===== config.mk =====
export PLATFORM = sky130hd
export DESIGN_NAME = fib_req_scheduler
export DESIGN_NICKNAME = d
export VERILOG_FILES = /design/src/rtl/fib_req_scheduler.sv
export SDC_FILE = /design/constraint.sdc
export NUM_CORES = 1
export LEC_CHECK = 0
export CAP_MARGIN = 0
export CELL_PAD_IN_SITES_DETAIL_PLACEMENT = 0
export CELL_PAD_IN_SITES_GLOBAL_PLACEMENT = 1
export CORE_ASPECT_RATIO = 0.8
export CORE_MARGIN = 2
export CORE_UTILIZATION = 40
export CTS_CLUSTER_DIAMETER = 100
export DETAILED_ROUTE_END_ITERATION = 6
export HOLD_SLACK_MARGIN = 0.02
export PLACE_DENSITY_LB_ADDON = 0.05
export REMOVE_ABC_BUFFERS = 1
export SKIP_CTS_REPAIR_TIMING = 1
export SYNTH_ARGS = -nofsm -noshare
export SYNTH_HDL_FRONTEND = slang
export SYNTH_SLANG_ARGS = --single-unit

===== constraint.sdc =====
create_clock -name clk -period 3.51 [get_ports clk]
set_input_delay 0.702 -clock clk [delete_from_list [all_inputs] [get_ports clk]]
set_output_delay 0.702 -clock clk [all_outputs]
set_load 0.01 [all_outputs]

===== src/rtl/fib_req_scheduler.sv =====
// rtl/fib_req_scheduler.sv - round-robin arbitrated Fibonacci request scheduler
// One requester is served at a time; F(n) is built iteratively with sticky overflow tracking.
module fib_req_scheduler #(
  parameter int NREQ = 4,
  parameter int W    = 32,
  parameter int NW   = 6,
  localparam int IW  = (NREQ > 1) ? $clog2(NREQ) : 1
) (
  input  logic                 clk,
  input  logic                 rst,
  input  logic [NREQ-1:0]      req,
  input  logic [NREQ*NW-1:0]   req_n,
  output logic [NREQ-1:0]      gnt,
  output logic                 busy,
  output logic                 rsp_valid,
  input  logic                 rsp_ready,
  output logic [IW-1:0]        rsp_id,
  output logic [W-1:0]         rsp_fib,
  output logic                 rsp_ovf
);

  typedef enum logic [1:0] {
    S_IDLE = 2'd0,
    S_RUN  = 2'd1,
    S_RESP = 2'd2
  } state_t;

  state_t          state_q;
  logic [IW-1:0]   ptr_q;
  logic [NREQ-1:0] gnt_q;
  logic            busy_q;
  logic            rsp_valid_q;
  logic [IW-1:0]   rsp_id_q;
  logic [W-1:0]    rsp_fib_q;
  logic            rsp_ovf_q;
  logic [W-1:0]    a_q;
  logic [W-1:0]    b_q;
  logic            ovf_a_q;
  logic            ovf_b_q;
  logic [NW-1:0]   cnt_q;

  logic            win_found;
  logic [IW-1:0]   win_idx;
  logic [IW-1:0]   cand;
  logic [IW-1:0]   ptr_d;
  logic [W:0]      sum_d;

  // Search starts at ptr_q so the most recently served requester has lowest priority.
  always_comb begin
    win_found = 1'b0;
    win_idx   = '0;
    cand      = '0;
    for (int i = 0; i < NREQ; i++) begin
      cand = IW'((int'(ptr_q) + i) % NREQ);
      if (!win_found && req[cand]) begin
        win_found = 1'b1;
        win_idx   = cand;
      end
    end
  end

  assign ptr_d = (win_idx == IW'(NREQ - 1)) ? '0 : win_idx + 1'b1;
  assign sum_d = {1'b0, a_q} + {1'b0, b_q};

  always_ff @(posedge clk or posedge rst) begin
    if (rst) begin
      state_q     <= S_IDLE;
      ptr_q       <= '0;
      gnt_q       <= '0;
      busy_q      <= 1'b0;
      rsp_valid_q <= 1'b0;
      rsp_id_q    <= '0;
      rsp_fib_q   <= '0;
      rsp_ovf_q   <= 1'b0;
      a_q         <= '0;
      b_q         <= W'(1);
      ovf_a_q     <= 1'b0;
      ovf_b_q     <= 1'b0;
      cnt_q       <= '0;
    end else begin
      gnt_q <= '0;
      case (state_q)
        S_IDLE: begin
          if (win_found) begin
            gnt_q    <= NREQ'(1) << win_idx;
            rsp_id_q <= win_idx;
            cnt_q    <= req_n[win_idx*NW +: NW];
            a_q      <= '0;
            b_q      <= W'(1);
            ovf_a_q  <= 1'b0;
            ovf_b_q  <= 1'b0;
            ptr_q    <= ptr_d;
            busy_q   <= 1'b1;
            state_q  <= S_RUN;
          end
        end
        S_RUN: begin
          if (cnt_q != '0) begin
            a_q     <= b_q;
            b_q     <= sum_d[W-1:0];
            ovf_a_q <= ovf_b_q;
            // b runs one term ahead, so its overflow only reaches rsp_ovf if n needs it
            ovf_b_q <= ovf_a_q | ovf_b_q | sum_d[W];
            cnt_q   <= cnt_q - 1'b1;
          end else begin
            rsp_fib_q   <= a_q;
            rsp_ovf_q   <= ovf_a_q;
            rsp_valid_q <= 1'b1;
            state_q     <= S_RESP;
          end
        end
        S_RESP: begin
          if (rsp_ready) begin
            rsp_valid_q <= 1'b0;
            busy_q      <= 1'b0;
            state_q     <= S_IDLE;
          end
        end
        default: begin
          rsp_valid_q <= 1'b0;
          busy_q      <= 1'b0;
          state_q     <= S_IDLE;
        end
      endcase
    end
  end

  assign gnt       = gnt_q;
  assign busy      = busy_q;
  assign rsp_valid = rsp_valid_q;
  assign rsp_id    = rsp_id_q;
  assign rsp_fib   = rsp_fib_q;
  assign rsp_ovf   = rsp_ovf_q;

endmodule


==> flow_summary_export.csv <==
group,metric,value,unit
status,outcome,"finished clean",
synth,async_flop_share,100,%
sta,finalWorstSetupSlack,549,ps
sta,worstMarginPinSlew,692,ps
final_layout,final_cell_mix,"nand2_1, dfrtp_1, o21ai_0",
min_path,min_to,"busy",
detailed_routing,drt_iter0_drc,228,
synth,netlist_area,6520,um^2
worst_setup_path,reg2reg_from,"b_q[0]",
synth,yosysWarningCount,0,
synth,synthCells,684,
cts,clockBufferDepth,2,
floorplanning,rows,41,
sta,finalMaxSlewViolations,0,
cts,clkTransAtPathRegs,60,ps
sta,slew_headroom,53.9,%
placed_design,io_buffers,71,
worst_setup_path,crit_top_cell,"nand3_1",
grt,grt_pass1_vias,4993,
grt,grt_usage,18.5,%
placed_design,placed_cell_area,7470,um^2
power,peakVddDrop,0.000503,V
sta,setup_viol,0,
sta,post-route-period-util,84.4,%
power,p_int,5.44,mW
floorplanning,die_area,17300,um^2
detailed_routing,firstDrtPassIters,5,
final_layout,syn2layout_area_growth,23.3,%
worst_setup_path,reg2reg_setup_slack,550,ps
synth,seq_area_frac_synth,44.9,%
power,p_total,9.42,mW
placed_design,hpwl,10300,um
detailed_routing,drc,0,
placed_design,dp_slack,589,ps
worst_setup_path,critPathArrivalTime,3320,ps
grt,grt_pass1_wl,25600,um
detailed_routing,ant_nets,0,
final_layout,stdcell_area,8040,um^2
worst_setup_path,critical_path.cell_chain,"ha_1 -> inv_1 -> fa_1 -> nor2b_1 -> o21bai_1 -> nand3_1 -> nand3_1 -> o21ai_0 -> nand3_1 -> or2_2 -> a211o_1 -> nand3_1",
sta,rsz0062_at_grt,"no",
power,combPwrFrac,55.2,%
cts,clock-sinks,117,
power,leakage,3.65,nW
min_path,hold_depth,2,
sta,holdWs,479,ps
worst_setup_path,reg2reg_depth,12,
power,p_per_area,1170,nW/um^2
worst_setup_path,critical_path.max_fanout,3,
worst_setup_path,critPathTopFamily,"simple AND/OR/NAND/NOR gates",
sta,finalHoldViolations,0,
worst_setup_path,cp-end-kind,"register",
cts,cts_tree,"built",
power,switching_share,42.2,%
grt,grt_max_degree,76,
floorplanning,core_area,15900,um^2
floorplanning,ioPinCount,72,
grt,antenna_found_initial,0,
cts,worstSkewPairLatency,420,ps
worst_setup_path,rr_endpoint,"b_q[18]",
cts,cts_root_buffer,"clkbuf_16",
synth,postSynthAreaPerCell,9.53,um^2
floorplanning,die_x,147,um
placed_design,gp_congestion,0.840,
synth,synth_top_area_cell,"dfrtp_1",
synth,synth.area.top_cells,"dfrtp_1, ha_1, nand2_1, o21ai_0, mux2_2",
min_path,hold_path_class,"reg2reg",
worst_setup_path,critPathRequiredTime,3870,ps
synth,synth_ff_type,"dfrtp_1",
final_layout,diodes,0,
worst_setup_path,worstSetupPathType,"reg2reg",
sta,clock_skew,7.86,ps
detailed_routing,routedWlPerCell,15.4,um
synth,synth_cell_types,67,
worst_setup_path,critPathMaxStageDelay,540,ps
power,p_switching,3.97,mW
min_path,min-delay-start,"busy",
cts,cts_buffers,17,
power,sequentialPowerShare,26.8,%
power,p_clk_share,18.0,%
worst_setup_path,critical_path_cell_count,12,
final_layout,final_common_cell,"nand2_1",
job,max_cap_violations,0,
sta,period_minus_slack,2960,ps
floorplanning,die_y,118,um
worst_setup_path,path_buf_inv,1,
synth,synth_top_area_share,44.5,%
final_layout,nNetsFinal,822,
detailed_routing,via_per_inst,5.19,
sta,fmax,338,MHz
grt,globalRouteOverflowTotal,0,
floorplanning,start_util,41.1,%
detailed_routing,wirelength,15100,um
final_layout,drive_above_1_share,12.0,%
detailed_routing,num_vias,5090,
cts,htree_levels,4,
worst_setup_path,crit_slowest_cell,"dfstp_2",
worst_setup_path,crit_path_start_kind,"register",
synth,ys_seq_elements,117,
synth,synth_edf_count,0,
## cells by family (layout without fill, tap and decap cells)
| group | Yosys count | in the layout | share of synthesized area, % |
|---|---|---|---|
| flip-flops | 117 | 117 | 44.9 |
| multiplexers | 39 | 39 | 6.62 |
| adder cells (fa/ha/maj) | 39 | 39 | 7.60 |
| AO/OA/AOI/OAI | 181 | 181 | 17.1 |
| XOR/XNOR | 25 | 25 | 3.36 |
| AND/OR/NAND/NOR | 236 | 236 | 16.9 |
| buffers and inverters | 47 | 128 | 3.47 |
## synth_stat cells (3+ instances only)
library cell,instances
buf_6,3
nor2b_1,10
o22ai_1,3
mux2i_1,6
mux2_2,33
inv_1,13
a21o_1,15
a211oi_1,5
and2_1,8
or3_1,3
a21oi_1,31
a31oi_1,8
o21ai_1,7
o21a_1,7
nand4_1,5
dfrtp_1,116
nor4_1,4
nand3_1,32
nor2_1,27
nand2_1,117
clkbuf_1,23
xnor2_1,10
nand2b_1,4
nor3_1,11
o21ai_0,79
ha_1,38
xor2_1,15
a221o_1,4
## layer usage
metal	GRT usage, %	up-vias	share of wire, %
met3	4.05	21	2.9
met5	0	-	0
li1	-	2560	-
met1	26.6	2435	53
met4	6.61	0	1.6
met2	27.3	74	42
## how the worst max path moves through the flow
stage / start / to / slack, ps
floorplan: state_q[1] / cnt_q[2] / -980
global placement: b_q[0] / b_q[18] / 680
detailed placement: b_q[0] / b_q[18] / 590
CTS: b_q[0] / b_q[18] / 560
global route: b_q[0] / b_q[18] / 320
finish: b_q[0] / b_q[18] / 550
## state kept, by name, indices dropped and copies added (netlist names)
name       cells
rsp_fib       32
gnt            4
rsp_id         2
ptr_q          2
state_q        2
busy           1
rsp_valid      1
b_q           32
ovf_a_q        1
a_q           32
ovf_b_q        1
cnt_q          6
rsp_ovf        1
## worst reg2reg max path, delay by kind of cell, from the launching register on
| kind | cells | cell delay (ps) |
|---|---|---|
| adders and majority gates | 2 | 550 |
| DFF | 1 | 540 |
| AOI/OAI and AO/OA | 3 | 740 |
| and+or+nand+nor | 6 | 1020 |
| buffers and inverters | 1 | 50 |
## cell type report
cell class	count	area, um^2
fill	1457	7810
tap	215	269
multi-input combinational	520	3390
sequential	117	2930
inverter	14	55.1
clock inverter	10	105
clock buffer	22	464
timing repair buffer	82	831
## metrics by stage
stage               setup TNS [ps]  std cells  util (%)
global route                     0        980      50.7
CTS                              0        980      50.7
global placement                 0        948      47.1
detailed placement               0        948      47.1
floorplan                   -44980        651         -
finish                           0        980      50.7
## power by group through the flow
| stage | combinational (mW) | sequential (mW) | clock, mW |
|---|---|---|---|
| floorplan | 3.71 | 2.51 | 0 |
| global placement | 5.16 | 2.52 | 0 |
| detailed placement | 5.19 | 2.55 | 0 |
| CTS | 5.23 | 2.53 | 1.74 |
| global route | 5.91 | 2.62 | 1.81 |
| finish | 5.20 | 2.52 | 1.69 |
No activity file was read; power rests on OpenSTA's default activity.
==> variant (same settings) <==
Put one more register stage on the output `rsp_ovf`, with the module's reset. The value now appears one clock later. The other outputs are not delayed to match.
--- a/src/rtl/fib_req_scheduler.sv
+++ b/src/rtl/fib_req_scheduler.sv
@@ -130,7 +130,13 @@
   assign rsp_valid = rsp_valid_q;
   assign rsp_id    = rsp_id_q;
   assign rsp_fib   = rsp_fib_q;
-  assign rsp_ovf   = rsp_ovf_q;
+  always_ff @(posedge clk or posedge rst) begin
+    if (rst) begin
+      rsp_ovf <= '0;
+    end else begin
+      rsp_ovf <= rsp_ovf_q;
+    end
+  end
 
 endmodule
 
Function: same outputs for any inputs over 4 cycles, from zero or initial values and one cycle with rst high; that may be too few to reach the edited logic, so the function may still have changed.
==> variant against the original RTL <==
- the run now ends with design-rule violations left
- sequential cell count increased by 1
- area after synthesis increased by 0.38%
- total power about the same
- worst setup slack improved by 0.087 ns
- wire length increased by 0.68%
- cell area about the same
- combinational power increased by 0.8%
- critical endpoint unchanged
- via count increased by 0.77%
- critical path depth unchanged
==> variant: results (changes against the original RTL) <==
Routed WL=15200 um (was 15100 um); GP Congestion=0.862 (was 0.840); wl on met1=7830 um (was 8000 um); met3 WL post-DR=770 um (was 439 um); R2R setup slack=0.64 ns (was 0.55 ns); synth cell count leaders=dfrtp_1, nand2_1, o21ai_0, ha_1, mux2_2 (was nand2_1, dfrtp_1, o21ai_0, ha_1, mux2_2); Seq/Total Area, Yosys=45.1% (was 44.9%); ranking of synthesized cells by area=dfrtp_1, ha_1, nand2_1, o21ai_0, mux2_2 (unchanged); failing checks=design-rule violations; pre-CTS setup slack=0.588 ns (was 0.589 ns); hold endpoint=rsp_ovf (was busy); # fillers=1450 (was 1457); drt drc=1 (was 0); Worst Path Arrival=3.23 ns (was 3.32 ns); vias post-DR=5129 (was 5090); wire length on met2=6340 um (was 6400 um); Cell Area, Placed=7480 um2 (was 7470 um2); Psw=4.04 mW (was 3.97 mW); DRT iter0 DRCs=274 (was 228); first-pass GRT wire length=25900 um (was 25600 um); worst clock skew=0.00852 ns (was 0.00786 ns); Peak VDD IR=0.532 mV (was 0.503 mV); outcome=complete, but fails checks (was complete, no violations); LEAKAGE=3.62 nW (was 3.65 nW); DR WL/cell=15.5 um (was 15.4 um); WHS Path Cells=0 (was 2); largest net degree at the start of global routing=119 (was 76); Avg Inst Size Synth=9.55 um2 (was 9.53 um2); hpwl dp=9970 um (was 10300 um); slew at the pin closest to its max-slew limit=0.696 ns (was 0.692 ns); overall global routing resource usage=18.5% (about the same); Fin Hold WS=0.380 ns (was 0.479 ns); clock network power share=17.5% (was 18.0%); Pint=5.38 mW (was 5.44 mW); drt first pass iters=7 (was 5)
variant: cell count changes in the layout (fill, tap and decap cells not counted):
cell / before / now
bufinv_16: 2 / 1
clkinv_2: 6 / 3
buf_12: 3 / 2
dfrtp_1: 116 / 117
clkinvlp_4: 2 / 8
clkbuf_1: 3 / 1
variant: routing by layer:
metal	global-route usage, %	up-vias
met1	27.0	2430
li1	-	2568
met3	4.90	21
met2	26.8	110
met5	0	-
met4	5.35	0
variant: kinds of logic after synthesis:
| group | count (synthesis) | share of synthesized area, % |
|---|---|---|
| muxes | 39 | 6.60 |
| DFF | 118 | 45.1 |
| and+or+nand+nor | 236 | 16.8 |
| AOI/OAI and AO/OA | 181 | 17.1 |
| xor gates and xnor gates | 25 | 3.35 |
| adders and majority gates | 39 | 7.57 |
| buffers and inverters | 47 | 3.46 |
variant: worst max-delay path by stage:
stage / start / cells after the start / to
2_1_floorplan: state_q[1] / 6 / cnt_q[2]
3_3_place_gp: req[3] / 6 / a_q[2]
3_5_place_dp: req[0] / 9 / cnt_q[0]
4_1_cts: b_q[0] / 12 / b_q[18]
5_1_grt: b_q[0] / 12 / b_q[18]
6_report: b_q[0] / 12 / b_q[18]
variant: layout make-up:
class                   count  area (um2)  area share, %
clock buffers              20         457           5.68
repair buffers             81         811           10.1
inverters                  14        55.1          0.685
clock inverters            12         105           1.31
multi-input cells         520        3390           42.1
flip-flops and latches    118        2950           36.8
well taps                 215         269           3.35
variant: critical path, cell delays in order, from the launching register on:
cell and delay, ns:
dfstp_2 0.54, ha_1 0.17, inv_1 0.06, fa_1 0.39, nor2b_1 0.17, o21bai_1 0.10
nand3_1 0.12, nand3_1 0.15, o21ai_0 0.31, nand3_1 0.14, or2_2 0.32, a211o_1 0.26
nand3_1 0.08
